$ cat src/rtl/lut_interp_pipe_pkg.sv
// -----------------------------------------------------------------------------
// lut_interp_pipe_pkg
// Shared constants, types and helpers for the LUT interpolation pipeline.
//   LUT_SAMPLE_W : sample width (signed Q1.15)
//   LUT_FRAC_W   : fractional index width, defaults to `LUT_FRAC_WIDTH (4)
//   LUT_TAG_W    : opaque sideband tag width
//   sample_t     : signed sample type
//   round_const  : half-LSB constant used by the optional rounding mode
//                  (LUT_INTERP_ROUND_EN)
// -----------------------------------------------------------------------------
`ifndef LUT_FRAC_WIDTH
`define LUT_FRAC_WIDTH 4
`endif

package lut_interp_pipe_pkg;

    localparam int LUT_SAMPLE_W = 16;
    localparam int LUT_FRAC_W   = `LUT_FRAC_WIDTH;
    localparam int LUT_TAG_W    = 4;

    typedef logic signed [LUT_SAMPLE_W-1:0] sample_t;

    // Value of one half LSB after a right shift by frac_w (0 when nothing is shifted).
    function automatic int unsigned round_const(input int unsigned frac_w);
        if (frac_w == 32'd0) begin
            return 32'd0;
        end else begin
            return 32'd1 << (frac_w - 32'd1);
        end
    endfunction

endpackage

$ cat src/rtl/lut_interp_pipe_if.sv
// -----------------------------------------------------------------------------
// lut_interp_pipe_if
// Valid/ready bus bundle for lut_interp_pipe.
//   Input side : in_valid, in_ready, base_sample, next_sample, frac, in_tag
//   Output side: out_valid, out_ready, out_sample, out_tag
// Modports:
//   master : the environment (drives input beats, consumes output beats)
//   slave  : the interpolator
// -----------------------------------------------------------------------------
interface lut_interp_pipe_if #(
    parameter int SAMPLE_W = lut_interp_pipe_pkg::LUT_SAMPLE_W,
    parameter int FRAC_W   = lut_interp_pipe_pkg::LUT_FRAC_W,
    parameter int TAG_W    = lut_interp_pipe_pkg::LUT_TAG_W
);

    logic                in_valid;
    logic                in_ready;
    logic [SAMPLE_W-1:0] base_sample;
    logic [SAMPLE_W-1:0] next_sample;
    logic [FRAC_W-1:0]   frac;
    logic [TAG_W-1:0]    in_tag;

    logic                out_valid;
    logic                out_ready;
    logic [SAMPLE_W-1:0] out_sample;
    logic [TAG_W-1:0]    out_tag;

    modport master (
        output in_valid, base_sample, next_sample, frac, in_tag, out_ready,
        input  in_ready, out_valid, out_sample, out_tag
    );

    modport slave (
        input  in_valid, base_sample, next_sample, frac, in_tag, out_ready,
        output in_ready, out_valid, out_sample, out_tag
    );

endinterface

$ cat src/rtl/lut_pipe_reg.sv
// -----------------------------------------------------------------------------
// lut_pipe_reg
// Generic valid/ready register slice. Holds one beat; accepts a new one when
// empty or when its current beat leaves in the same cycle, so a chain of these
// runs at one beat per cycle with no bubble.
//   clk, reset_n         : clock, asynchronous active-low reset
//   in_valid/in_ready    : upstream handshake (in_ready = this slice advances)
//   in_data              : upstream payload (W bits)
//   out_valid/out_ready  : downstream handshake
//   out_data             : registered payload
// -----------------------------------------------------------------------------
module lut_pipe_reg #(
    parameter int W = 8
) (
    input  logic         clk,
    input  logic         reset_n,
    input  logic         in_valid,
    output logic         in_ready,
    input  logic [W-1:0] in_data,
    output logic         out_valid,
    input  logic         out_ready,
    output logic [W-1:0] out_data
);

    logic         valid_d;
    logic         valid_q;
    logic [W-1:0] data_d;
    logic [W-1:0] data_q;
    logic         advance_s;

    // Next-state: load when advancing; otherwise hold the stalled beat.
    always_comb begin
        advance_s = !valid_q || out_ready;
        valid_d   = valid_q;
        data_d    = data_q;
        if (advance_s) begin
            valid_d = in_valid;
            if (in_valid) begin
                data_d = in_data;
            end else begin
                data_d = data_q;
            end
        end else begin
            valid_d = valid_q;
            data_d  = data_q;
        end
    end

    // Slice state register; reset empties the slice and clears its payload.
    always_ff @(posedge clk or negedge reset_n) begin
        if (!reset_n) begin
            valid_q <= 1'b0;
            data_q  <= {W{1'b0}};
        end else begin
            valid_q <= valid_d;
            data_q  <= data_d;
        end
    end

    assign in_ready  = advance_s;
    assign out_valid = valid_q;
    assign out_data  = data_q;

endmodule

$ cat src/rtl/lut_interp_pipe.sv
// -----------------------------------------------------------------------------
// lut_interp_pipe
// Linear interpolator between two adjacent table samples, three-stage
// valid/ready pipeline with a sideband tag carried alongside each beat.
//   S1: diff = next - base at SAMPLE_W+1 bits (no wrap at 0x7FFF/0x8000)
//   S2: prod = diff * frac (frac zero-extended, signed multiply)
//   S3: result = base + (prod >>> FRAC_W), truncated to SAMPLE_W, drives out_*
// Ports:
//   clk      : system clock, rising edge
//   reset_n  : asynchronous active-low reset; release is expected to be
//              synchronous to clk (done by the reset controller upstream)
//   bus      : lut_interp_pipe_if.slave (input beat, output beat, tags)
// Configuration:
//   LUT_INTERP_ROUND_EN defined   -> S3 rounds half-up before the shift
//   LUT_INTERP_ROUND_EN undefined -> S3 floors (plain arithmetic shift)
// -----------------------------------------------------------------------------
module lut_interp_pipe
    import lut_interp_pipe_pkg::*;
#(
    parameter int SAMPLE_W = LUT_SAMPLE_W,
    parameter int FRAC_W   = LUT_FRAC_W,
    parameter int TAG_W    = LUT_TAG_W
) (
    input logic               clk,
    input logic               reset_n,
    lut_interp_pipe_if.slave  bus
);

    localparam int DIFF_W = SAMPLE_W + 1;
    localparam int PROD_W = SAMPLE_W + FRAC_W + 2;
    localparam int S1_W   = SAMPLE_W + TAG_W + FRAC_W + DIFF_W;
    localparam int S2_W   = SAMPLE_W + TAG_W + PROD_W;
    localparam int S3_W   = SAMPLE_W + TAG_W;

`ifdef LUT_INTERP_ROUND_EN
    localparam logic signed [PROD_W:0] RND_C = (PROD_W+1)'(round_const(FRAC_W));
`endif

    // Stage 1 input side
    logic signed [DIFF_W-1:0]   s1_diff_s;
    logic        [S1_W-1:0]     s1_in_s;
    logic        [S1_W-1:0]     s1_out_s;
    logic                       s1_valid_s;

    // Stage 1 registered fields
    logic        [SAMPLE_W-1:0] s1_base_s;
    logic        [TAG_W-1:0]    s1_tag_s;
    logic        [FRAC_W-1:0]   s1_frac_s;
    logic signed [DIFF_W-1:0]   s1_diff_q_s;

    // Stage 2
    logic signed [PROD_W-1:0]   s2_prod_s;
    logic        [S2_W-1:0]     s2_in_s;
    logic        [S2_W-1:0]     s2_out_s;
    logic                       s2_valid_s;
    logic                       s2_ready_s;
    logic        [SAMPLE_W-1:0] s2_base_s;
    logic        [TAG_W-1:0]    s2_tag_s;
    logic signed [PROD_W-1:0]   s2_prod_q_s;

    // Stage 3
    logic signed [PROD_W:0]     s3_prod_adj_s;
    logic signed [PROD_W:0]     s3_shifted_s;
    logic        [PROD_W:0]     s3_base_ext_s;
    logic        [SAMPLE_W-1:0] s3_result_s;
    logic        [S3_W-1:0]     s3_in_s;
    logic        [S3_W-1:0]     s3_out_s;
    logic                       s3_ready_s;

    // S1 arithmetic: widen both operands by one sign bit so the full-scale
    // difference (e.g. 0x8000 - 0x7FFF = -65535) is representable.
    always_comb begin
        s1_diff_s = {bus.next_sample[SAMPLE_W-1], bus.next_sample}
                  - {bus.base_sample[SAMPLE_W-1], bus.base_sample};
        s1_in_s   = {bus.base_sample, bus.in_tag, bus.frac, s1_diff_s};
    end

    lut_pipe_reg #(.W(S1_W)) u_s1 (
        .clk       (clk),
        .reset_n   (reset_n),
        .in_valid  (bus.in_valid),
        .in_ready  (bus.in_ready),
        .in_data   (s1_in_s),
        .out_valid (s1_valid_s),
        .out_ready (s2_ready_s),
        .out_data  (s1_out_s)
    );

    assign {s1_base_s, s1_tag_s, s1_frac_s, s1_diff_q_s} = s1_out_s;

    // S2 arithmetic: frac is unsigned, so it gets a zero MSB before the signed
    // multiply; both operands are sign-extended to the product width.
    always_comb begin
        s2_prod_s = PROD_W'(s1_diff_q_s) * PROD_W'($signed({1'b0, s1_frac_s}));
        s2_in_s   = {s1_base_s, s1_tag_s, s2_prod_s};
    end

    lut_pipe_reg #(.W(S2_W)) u_s2 (
        .clk       (clk),
        .reset_n   (reset_n),
        .in_valid  (s1_valid_s),
        .in_ready  (s2_ready_s),
        .in_data   (s2_in_s),
        .out_valid (s2_valid_s),
        .out_ready (s3_ready_s),
        .out_data  (s2_out_s)
    );

    assign {s2_base_s, s2_tag_s, s2_prod_q_s} = s2_out_s;

    // S3 arithmetic: one guard bit above the product keeps the rounding add
    // from overflowing; the final sum always lies between base and next, so
    // truncating to SAMPLE_W loses nothing.
    always_comb begin
`ifdef LUT_INTERP_ROUND_EN
        s3_prod_adj_s = {s2_prod_q_s[PROD_W-1], s2_prod_q_s} + RND_C;
`else
        s3_prod_adj_s = {s2_prod_q_s[PROD_W-1], s2_prod_q_s};
`endif
        s3_shifted_s  = s3_prod_adj_s >>> FRAC_W;
        s3_base_ext_s = {{(PROD_W + 1 - SAMPLE_W){s2_base_s[SAMPLE_W-1]}}, s2_base_s};
        s3_result_s   = SAMPLE_W'(s3_base_ext_s + s3_shifted_s);
        s3_in_s       = {s3_result_s, s2_tag_s};
    end

    lut_pipe_reg #(.W(S3_W)) u_s3 (
        .clk       (clk),
        .reset_n   (reset_n),
        .in_valid  (s2_valid_s),
        .in_ready  (s3_ready_s),
        .in_data   (s3_in_s),
        .out_valid (bus.out_valid),
        .out_ready (bus.out_ready),
        .out_data  (s3_out_s)
    );

    assign {bus.out_sample, bus.out_tag} = s3_out_s;

endmodule
$ cat src/flat_wrapper.sv
// flat-port wrapper written by rule: the top's interface ports become plain ports
module lut_interp_pipe_flat import lut_interp_pipe_pkg::*;
#(
    parameter int SAMPLE_W = LUT_SAMPLE_W,
    parameter int FRAC_W   = LUT_FRAC_W,
    parameter int TAG_W    = LUT_TAG_W
)
  (clk, reset_n, bus_in_valid, bus_base_sample, bus_next_sample, bus_frac, bus_in_tag, bus_out_ready, bus_in_ready, bus_out_valid, bus_out_sample, bus_out_tag);
  lut_interp_pipe_if #(.SAMPLE_W(SAMPLE_W), .FRAC_W(FRAC_W), .TAG_W(TAG_W)) bus_i ();
  input logic clk;
  input logic reset_n;
  input wire logic [$bits(bus_i.in_valid)-1:0] bus_in_valid;
  input wire logic [$bits(bus_i.base_sample)-1:0] bus_base_sample;
  input wire logic [$bits(bus_i.next_sample)-1:0] bus_next_sample;
  input wire logic [$bits(bus_i.frac)-1:0] bus_frac;
  input wire logic [$bits(bus_i.in_tag)-1:0] bus_in_tag;
  input wire logic [$bits(bus_i.out_ready)-1:0] bus_out_ready;
  output wire logic [$bits(bus_i.in_ready)-1:0] bus_in_ready;
  output wire logic [$bits(bus_i.out_valid)-1:0] bus_out_valid;
  output wire logic [$bits(bus_i.out_sample)-1:0] bus_out_sample;
  output wire logic [$bits(bus_i.out_tag)-1:0] bus_out_tag;
  assign bus_i.in_valid = bus_in_valid;
  assign bus_i.base_sample = bus_base_sample;
  assign bus_i.next_sample = bus_next_sample;
  assign bus_i.frac = bus_frac;
  assign bus_i.in_tag = bus_in_tag;
  assign bus_i.out_ready = bus_out_ready;
  assign bus_in_ready = bus_i.in_ready;
  assign bus_out_valid = bus_i.out_valid;
  assign bus_out_sample = bus_i.out_sample;
  assign bus_out_tag = bus_i.out_tag;
  lut_interp_pipe #(.SAMPLE_W(SAMPLE_W), .FRAC_W(FRAC_W), .TAG_W(TAG_W)) u_core (.clk(clk), .reset_n(reset_n), .bus(bus_i));
endmodule
$ cat config.mk
export PLATFORM = sky130hd
export DESIGN_NAME = lut_interp_pipe_flat
export DESIGN_NICKNAME = d
export VERILOG_FILES = /design/src/rtl/lut_interp_pipe_pkg.sv /design/src/rtl/lut_interp_pipe_if.sv /design/src/rtl/lut_pipe_reg.sv /design/src/rtl/lut_interp_pipe.sv /design/src/flat_wrapper.sv
export SDC_FILE = /design/constraint.sdc
export NUM_CORES = 1
export LEC_CHECK = 0
export BUFFER_PORTS_ARGS = -buffer_cell sky130_fd_sc_hd__buf_2
export CAP_MARGIN = 10
export CORE_MARGIN = 4
export CORE_UTILIZATION = 45
export DETAILED_ROUTE_END_ITERATION = 7
export PLACE_DENSITY = 0.78
export SYNTH_ARGS = -nofsm -noshare
export SYNTH_HDL_FRONTEND = slang
export SYNTH_SLANG_ARGS = --single-unit
$ cat constraint.sdc
create_clock -name clk -period 4.01 [get_ports clk]
set_input_delay 0.2005 -clock clk [delete_from_list [all_inputs] [get_ports clk]]
set_output_delay 0.2005 -clock clk [all_outputs]
set_load 0.05 [all_outputs]
==> metrics, run 1 <==
outcome=complete, no violations; static leakage=4.14 nW; met1 wire length=7330 um; clk_lat worst skew=0.35 ns; peak supply drop=0.259 mV; CP arrival=4.20 ns; vias=5433; delay-heaviest family, CP=adder cells; slew margin rel.=0.301; RSZ-0062 raised after global routing=yes; Worst-path clk slew=0.07 ns; total power per unit cell area=614 mW/mm2; Max Clk Rate=254 MHz; startpoint types=flip-flop; post-route ant nets=0; Vias/cell=5.04; Setup-failing EPs final=0; first-pass GRT wire length=24700 um; number of global-route vias before repair=5298; part of the cycle the worst path needs=0.980; Max H-tree Level=3; initial core utilization=0.460; worst stage delay on the critical path=0.53 ns; IO Pins=66; Sw Pwr=2.23 mW; core box area=0.0159 mm2; clock buffer depth=2; count of final hold-check violations=0; Mapped Cells=789; most frequent cells in the layout=110 x nand2_1, 99 x dfrtp_1, 88 x inv_1; Routed WL=14700 um; Layout Nets=1001; actual slew at the worst max-slew pin=1.05 ns; initial antenna violation count=0; Crit-path slowest cell=fa_1; Syn. warnings=0; Worst Path Buf+Inv=4; layout cell share with drive strength beyond 1=0.175; crit path kind=reg -> reg; register area share after synthesis=0.343; Pint=2.91 mW; switch share=0.434; First-pass DRT Iterations=4; critical path required time=4.28 ns; MaxCap Viol Count=0; total congestion overflow=0; input/output buffers=65; worst min path class=in -> reg; largest net degree at the start of global routing=57; Die H=135 um; initial drt markers=228; Clock Skew=0.00497 ns; # DRC=0; Area Growth Syn to Fin=14.5%; Async SR Flop Fraction=1.00; TritonCTS Sinks=100; commonest non-fill, non-tap cell in the layout=nand2_1; Post-Layout Inst Area=0.00836 mm2; WL met2=6490 um; Synth Cell Area=0.00730 mm2; CTS Buf Count=9; Placer Congestion=0.882; Flop pwr share=0.296; Total GRT Usage=0.165; Distinct cells, synth=57; Post-Syn Nets=932; Slew Viols, Final=0; Die W=135 um; diode count=0; Post-synth EDFFs=0; DR WL/cell=13.6 um; min Tclk post-route=3.93 ns; CTS tree=yes; Syn Area/Cell=9.25 um2; critical path capture point type=flip-flop; synthesized flop and latch total=100; die footprint=0.0183 mm2; crit-path max FO=14; clock root buffer=clkbuf_16; Post-Place Worst Slack=-0.0563 ns; Gate power share=0.546; Placed Area=0.00789 mm2; clock share of power=0.158; worst path cell trace=buf_6, and2_1, ha_1, fa_1, inv_1, fa_1, inv_1, ha_4, o21a_1, o2111ai_2, or3b_4, nand3_4, buf_4, a31oi_1, xor2_1, o21ai_0; Post-DP HPWL=11200 um; met3 wire len=632 um; Most used DFF post-synth=dfrtp_1; post-route setup slack=0.0786 ns; Site Rows=46; DR top layer=met4
-- cell usage after synthesis (3+ instances only) --
library cell  number  share of area
a21o_1            10          0.010
and4_1             4         0.0048
nand2_1          111          0.057
o31ai_1            3         0.0031
a211o_1            4         0.0048
and2_1            53          0.045
dfrtp_1          100           0.34
xor2_1            23          0.028
nor2b_1            4         0.0034
nand3_1            7         0.0048
a21oi_1           32          0.022
nand2b_1           8         0.0069
buf_1              3         0.0015
o21bai_1           3         0.0031
ha_1              66           0.11
mux2_2            29          0.045
o21a_1             7         0.0072
nor2_1            25          0.013
xnor2_1           18          0.022
nor3b_1            3         0.0031
a211oi_1           3         0.0031
inv_1             91          0.047
clkbuf_1          20          0.010
o21ai_0           70          0.048
and3_1             3         0.0026
or3_1              5         0.0043
nor3_1            11         0.0075
nand3b_1           3         0.0031
fa_1              33          0.091
a31oi_1            5         0.0043
-- worst register-to-register path: cells and delay by family (launching register included) --
| kind | cells | cell delay [ns] |
|---|---|---|
| xor+xnor | 1 | 0.14 |
| fa+ha+maj | 4 | 1.65 |
| flops | 1 | 0.45 |
| simple gates | 3 | 0.68 |
| buf+inv | 4 | 0.41 |
| compound gates | 4 | 0.51 |
-- cells by family after synthesis --
logic type                 synth area share
AOI/OAI and AO/OA                     0.128
xor gates and xnor gates             0.0492
adders and majority gates             0.204
buffers and inverters                0.0608
DFF                                   0.343
muxes                                0.0475
and+or+nand+nor                       0.168
-- power by group through the flow --
stage	combinational [mW]	clock [mW]	sequential [mW]
floorplan	1.81	0	1.81
global placement	2.58	0	1.53
detailed placement	2.65	0	1.54
CTS	2.68	0.834	1.52
global route	3.17	0.873	1.56
finish	2.80	0.811	1.52
-- per-layer routing --
| metal | GRT usage | vias to the layer above |
|---|---|---|
| li1 | - | 2770 |
| met1 | 0.241 | 2547 |
| met2 | 0.253 | 95 |
| met3 | 0.0301 | 21 |
| met4 | 0.0442 | 0 |
| met5 | 0 | - |
-- registers in the layout (all words and copies together) (netlist names) --
name and flops:
u_core.u_s3.out_valid 1, u_core.u_s3.out_data 20, u_core.u_s1.out_valid 1, u_core.u_s2.out_data 36, u_core.u_s1.out_data 41, u_core.u_s2.out_valid 1
-- cell type report --
| cell class | instances | area, um2 |
|---|---|---|
| Timing Repair Buffer | 83 | 477 |
| Clock buffer | 12 | 246 |
| Sequential cell | 100 | 2500 |
| Tap cell | 216 | 270 |
| Inverter | 91 | 342 |
| Fill cell | 1476 | 7530 |
| Multi-Input combinational cell | 573 | 4490 |
| Clock inverter | 4 | 25.0 |
-- what timing repair did --
action	4_1_cts	5_1_grt
setup endpoints to repair	2	10
pin swaps	1	18
endpoints found under the hold margin	55	0
buffers inserted	1	7
gates resized for setup	1	25
hold buffers	1	0
-- through the flow --
stage | hold WS, ns | TNS, ns | power (mW) | utilization | std cells
2_1_floorplan | -0.0951 | 0 | 3.62 | - | 789
3_3_place_gp | 0.287 | 0 | 4.10 | 0.497 | 1054
3_5_place_dp | 0.296 | -0.0563 | 4.19 | 0.497 | 1054
4_1_cts | 0.0369 | 0 | 5.04 | 0.515 | 1072
5_1_grt | 0.0442 | -0.205 | 5.61 | 0.526 | 1079
6_report | 0.0460 | 0 | 5.13 | 0.526 | 1079
-- worst paths after layout --
path	from	to	slack, ns	depth (start not counted)
setup / recovery	u_core.u_s1.out_data[19]	u_core.u_s2.out_data[17]	0.08	16
max in group asynchronous	reset_n	u_core.u_s1.out_data[24]	2.55	3
hold / removal	bus_in_tag[2]	u_core.u_s1.out_data[23]	0.05	3
hold reg to reg	u_core.u_s3.out_data[16]	u_core.u_s3.out_data[16]	0.47	2
min in group asynchronous	reset_n	u_core.u_s3.out_data[4]	0.44	2
setup reg to reg	u_core.u_s1.out_data[19]	u_core.u_s2.out_data[17]	0.08	16
No activity file was read; power rests on OpenSTA's default activity.
==> inputs of run 2 (changes only) <==
Settings changed: MAX_ROUTING_LAYER from default to met4.
==> metrics, run 2 (synthesis results as in run 1) <==
outcome=finished, violations left; violations in the final reports=hold timing; die footprint=0.0183 mm2; Setup-failing EPs final=0; actual slew at the worst max-slew pin=1.03 ns; Die W=135 um; Placer Congestion=0.903; count of final hold-check violations=30; core box area=0.0159 mm2; worst stage delay on the critical path=0.53 ns; max reg flops=41; IO Pins=66; post-layout util=0.531; commonest non-fill, non-tap cell in the layout=nand2_1; DR WL/cell=13.7 um; flop-to-flop setup slack=0.12 ns; clock root buffer=clkbuf_16; input/output buffers=65; Post-Place Worst Slack=-0.0308 ns; static leakage=4.15 nW; # DRC=0; Post-DP HPWL=11100 um; critical path required time=4.23 ns; filler instances=1448; largest net degree at the start of global routing=75; Vias/cell=5.02; worst min path class=in -> async; peak supply drop=0.281 mV; crit-path max FO=6; Layout Nets=1002; post-route setup slack=0.117 ns; Site Rows=46; minimum hold slack=-0.0277 ns; MaxCap Viol Count=0; crit path kind=reg -> reg; Crit-path slowest cell=fa_2; initial drt markers=268; part of the cycle the worst path needs=0.971; Worst path most repeated cell=inv_2; Routed WL=14700 um; min Tclk post-route=3.89 ns; diode count=0; post-route ant nets=0; Area Growth Syn to Fin=15.6%; most frequent cells in the layout=109 x nand2_1, 98 x dfrtp_1, 87 x inv_1; Slew Viols, Final=0; RR Startpoint=u_core.u_s1.out_data[19]; critical path capture point type=flip-flop; Total GRT Usage=0.169; clock buffer depth=2; startpoint types=flip-flop; CP arrival=4.11 ns; first-pass GRT wire length=24800 um; vias=5417; Worst-path clk slew=0.07 ns; Max H-tree Level=3; CP Launch Point=u_core.u_s1.out_data[19]; CTS tree=yes; clk_lat worst skew=0.35 ns; slew margin rel.=0.314; Max Clk Rate=257 MHz; TritonCTS Sinks=100; number of global-route vias before repair=5363; layout cell share with drive strength beyond 1=0.187; Die H=135 um; CTS Buf Count=9; total power per unit cell area=622 mW/mm2; initial antenna violation count=0; total congestion overflow=0; First-pass DRT Iterations=4; initial core utilization=0.460; worst path cell trace=and2_4, ha_2, inv_2, fa_2, fa_1, inv_2, ha_4, and4_1, a2111o_1, nor3_1, o21bai_1, a41oi_1, xor2_1, o21ai_0; Clock Skew=0.00833 ns
## run 2: changes by cell type in the layout (fill, tap and decap cells not counted), sizes merged
cell         change
buf              +2
bufinv           +1
clkinv           -1
clkinvlp         -1
dlygate4sd3      -1
## run 2: per-stage QoR
step / cells / hold slack (ns) / setup TNS [ns] / total power, mW / area, um2
detailed placement: 1054 / 0.385 / -0.0308 / 4.19 / 7890
global route: 1079 / 0.0476 / -0.0299 / 5.69 / 8440
finish: 1079 / -0.0277 / 0 / 5.25 / 8440
floorplan: 789 / -0.0951 / 0 / 3.62 / 7340
CTS: 1071 / 0.0148 / 0 / 5.12 / 8220
global placement: 1054 / 0.383 / 0 / 4.10 / 7890
## run 2: layout make-up
type	count	area, um2	share of cell area
Tap cell	216	270	0.0320
Timing Repair Buffer	84	478	0.0566
Multi-Input combinational cell	573	4540	0.538
Sequential cell	100	2500	0.297
Clock buffer	12	256	0.0304
Clock inverter	3	46.3	0.00549
Inverter	91	342	0.0405
## run 2: path summary, 6_finish.rpt
check | endpoint | depth (start not counted)
setup / recovery | u_core.u_s2.out_data[14] | 14
hold / removal | u_core.u_s3.out_data[4] | 1
setup reg to reg | u_core.u_s2.out_data[14] | 14
hold reg to reg | u_core.u_s1.out_data[24] | 2
max in group asynchronous | u_core.u_s1.out_data[1] | 2
min in group clk | u_core.u_s1.out_data[24] | 3
## run 2: worst max-delay path: cells and delay by family, from the launching register on
kind,cells,cell delay [ns]
fa+ha+maj,4,1.47
compound gates,4,1.00
simple gates,3,0.58
flops,1,0.45
xor+xnor,1,0.15
buf+inv,2,0.13
## run 2: where the power goes
part | switching, mW | internal, mW
Combinational | 1.66 | 1.18
Clock | 0.370 | 0.516
Sequential | 0.204 | 1.31
## run 2: timing repair
action / in CTS / in global routing
pin swaps: 3 / 22
hold buffers: 0 / 0
resized for setup: 3 / 31
setup buffers: 2 / 8
setup endpoints to repair: 1 / 11
## run 2: per-layer routing
layer  wire length (um)  vias up  GRT usage
met5                  0        -          -
met4                178        0     0.0437
met3                555       15     0.0264
met2               6450       84      0.259
met1               7540     2539      0.237
li1                   -     2779          -
==> inputs of run 3 (changes only) <==
--- a/config.mk
+++ b/config.mk
@@ -6,11 +6,11 @@
 export NUM_CORES = 1
 export LEC_CHECK = 0
+export ABC_AREA = 1
 export BUFFER_PORTS_ARGS = -buffer_cell sky130_fd_sc_hd__buf_2
 export CAP_MARGIN = 10
-export CORE_MARGIN = 4
 export CORE_UTILIZATION = 45
 export DETAILED_ROUTE_END_ITERATION = 7
 export MAX_ROUTING_LAYER = met4
-export PLACE_DENSITY = 0.78
+export PLACE_DENSITY = 0.77
 export SYNTH_ARGS = -nofsm -noshare
 export SYNTH_HDL_FRONTEND = slang
==> constraint.sdc (replaced) <==
create_clock -name clk -period 4.01 [get_ports clk]
set_input_delay 0.2005 -clock clk [delete_from_list [all_inputs] [get_ports clk]]
set_output_delay 0.2005 -clock clk [all_outputs]
set_load 0.005 [all_outputs]
==> metrics, run 3 <==
outcome=finished, violations left; violations in the final reports=hold timing; critical path required time=4.25 ns; Synth top cells by count=341 x nand2_1, 183 x inv_1, 100 x dfrtp_1; Worst-path clk slew=0.07 ns; setup repair bufs after CTS=0; min Tclk post-route=3.67 ns; Routed WL=18100 um; layout cell share with drive strength beyond 1=0.0988; CP arrival=3.91 ns; post-route ant nets=0; total power per unit cell area=631 mW/mm2; Critical Path End=u_core.u_s2.out_data[15]; CP Launch Point=u_core.u_s1.out_data[19]; Clock Skew=0.00988 ns; largest net degree at the start of global routing=74; TritonCTS Sinks=100; filler instances=1646; diode count=0; Most used DFF post-synth=dfrtp_1; initial antenna violation count=0; register area share after synthesis=0.320; Yosys top cell area share=0.320; DR WL/cell=13.5 um; Mapped Cells=1065; RSZ-0062 raised after global routing=no; clock root buffer=clkbuf_16; minimum hold slack=-0.0199 ns; Async SR Flop Fraction=1.00; input/output buffers=65; vias=6647; synthesized flop and latch total=100; total congestion overflow=0; clk_lat worst skew=0.35 ns; max reg flops=41; Syn. warnings=0; Synth Cell Area=0.00782 mm2; Setup-failing EPs final=0; Total GRT Usage=0.221; Max H-tree Level=3; Synth area leader=dfrtp_1; CTS tree=yes; Vias/cell=4.95; First-pass DRT Iterations=5; IO Pins=66; top-count cell post-synth=nand2_1; initial drt markers=331; number of global-route vias before repair=6250; count of final hold-check violations=6; core box area=0.0168 mm2; RR Startpoint=u_core.u_s1.out_data[19]; initial core utilization=0.466; MaxCap Viol Count=0; startpoint types=flip-flop; Post-DP HPWL=14600 um; # DRC=0; Post-Place Cells=1328; actual slew at the worst max-slew pin=0.934 ns; Die H=134 um; Sequential Area=0.00250 mm2; crit path kind=reg -> reg; reg2reg path depth=19; crit-path max FO=19; commonest non-fill, non-tap cell in the layout=nand2_1; first-pass GRT wire length=30300 um; Area Growth Syn to Fin=10.4%; peak supply drop=0.267 mV; critical path capture point type=flip-flop; Slew Viols, Final=0; clock buffer depth=2; CTS Buf Count=9; part of the cycle the worst path needs=0.916; Post-synth EDFFs=0; Max Clk Rate=272 MHz; RR Endpoint=u_core.u_s2.out_data[15]; slew margin rel.=0.377; flop-to-flop setup slack=0.34 ns; post-layout util=0.515; most frequent cells in the layout=341 x nand2_1, 183 x inv_1, 98 x dfrtp_1; number of cells in the finished layout apart from fillers=1344; footprint of the multi-input gates=0.00450 mm2; die footprint=0.0179 mm2; worst min path class=in -> async; static leakage=5.02 nW; setup tns final=0 ns; Layout Nets=1262; Post-Syn Nets=1208; Die W=134 um; Distinct cells, synth=34; Placer Congestion=0.955; Synth area leaders=dfrtp_1 32%, nand2_1 16%, ha_1 11%; Syn Area/Cell=7.34 um2; Site Rows=47
[run 3: changes by cell type after synthesis, moves of 8 or more]
| cell | delta |
|---|---|
| nand2_1 | +230 |
| inv_1 | +92 |
| and2_1 | -52 |
| nand3_1 | +42 |
| mux2_2 | -29 |
| nor2_1 | +29 |
| a21oi_1 | +18 |
| xor2_1 | -17 |
| clkbuf_1 | -12 |
| buf_2 | +11 |
| nand2b_1 | -8 |
[run 3: what timing repair did]
action	in CTS	in global routing
setup endpoints to repair	0	3
gates resized for setup	0	2
hold endpoints to repair	0	0
hold buffers	0	0
[run 3: worst min path at each step]
stage	from	to	slack (ns)	depth (start not counted)
2_1_floorplan	reset_n	u_core.u_s1.out_data[0]	-0.1	0
3_3_place_gp	reset_n	u_core.u_s2.out_data[5]	0.39	1
3_5_place_dp	bus_frac[1]	u_core.u_s1.out_data[18]	0.40	3
4_1_cts	reset_n	u_core.u_s2.out_data[5]	0.03	1
5_1_grt	bus_in_tag[2]	u_core.u_s1.out_data[23]	0.05	3
6_report	reset_n	u_core.u_s2.out_data[5]	-0.02	1
[run 3: cell families (layout without fill, tap and decap cells)]
group                    Yosys count  after routing  share of synthesized area
adder cells (fa/ha/maj)           99             99                      0.190
XOR/XNOR                          23             23                     0.0258
AND/OR/NAND/NOR                  484            484                      0.258
buffers and inverters            210            269                      0.104
AO/OA/AOI/OAI                    149            149                      0.101
flip-flops                       100            100                      0.320
[run 3: where the power goes]
part           internal, mW  switching, mW
registers              1.35          0.299
clock network         0.475          0.379
logic                  1.13           1.82
[run 3: per-stage QoR]
step	power (mW)	cell area [um2]	setup slack [ns]
final	5.45	8630	0.338
after global routing	6.02	8630	0.128
after CTS	5.48	8620	0.179
after detailed placement	4.60	8330	0.179
after global placement	4.56	8330	0.264
after floorplan	3.81	7820	0.559
[run 3: area by class of cell]
| class | count | area share |
|---|---|---|
| clock buffers | 12 | 0.0309 |
| clock inverters | 4 | 0.00363 |
| inverters | 184 | 0.0801 |
| multi-input cells | 755 | 0.522 |
| flip-flops and latches | 100 | 0.290 |
| well taps | 220 | 0.0319 |
| repair buffers | 69 | 0.0415 |
[run 3: worst max-delay path: stages (launching register included)]
cell	delay (ns)
dfrtp_2	0.53
nand2_1	0.10
inv_1	0.04
ha_1	0.30
fa_1	0.53
inv_1	0.06
fa_1	0.55
inv_1	0.05
ha_1	0.37
nand2_1	0.11
inv_1	0.08
nand3_1	0.08
nor3_2	0.21
nand2_1	0.10
nand3_2	0.10
nand2_1	0.08
nand2_1	0.06
nand2_1	0.05
nand3_1	0.09
nand2_1	0.06
[run 3: per-layer routing]
layer  GRT usage  routed length, um  up-vias
li1            -                  -     3432
met3      0.0272                710       23
met2       0.343               8130      178
met5           -                  0        -
met1       0.303               8900     3014
met4      0.0657                336        0
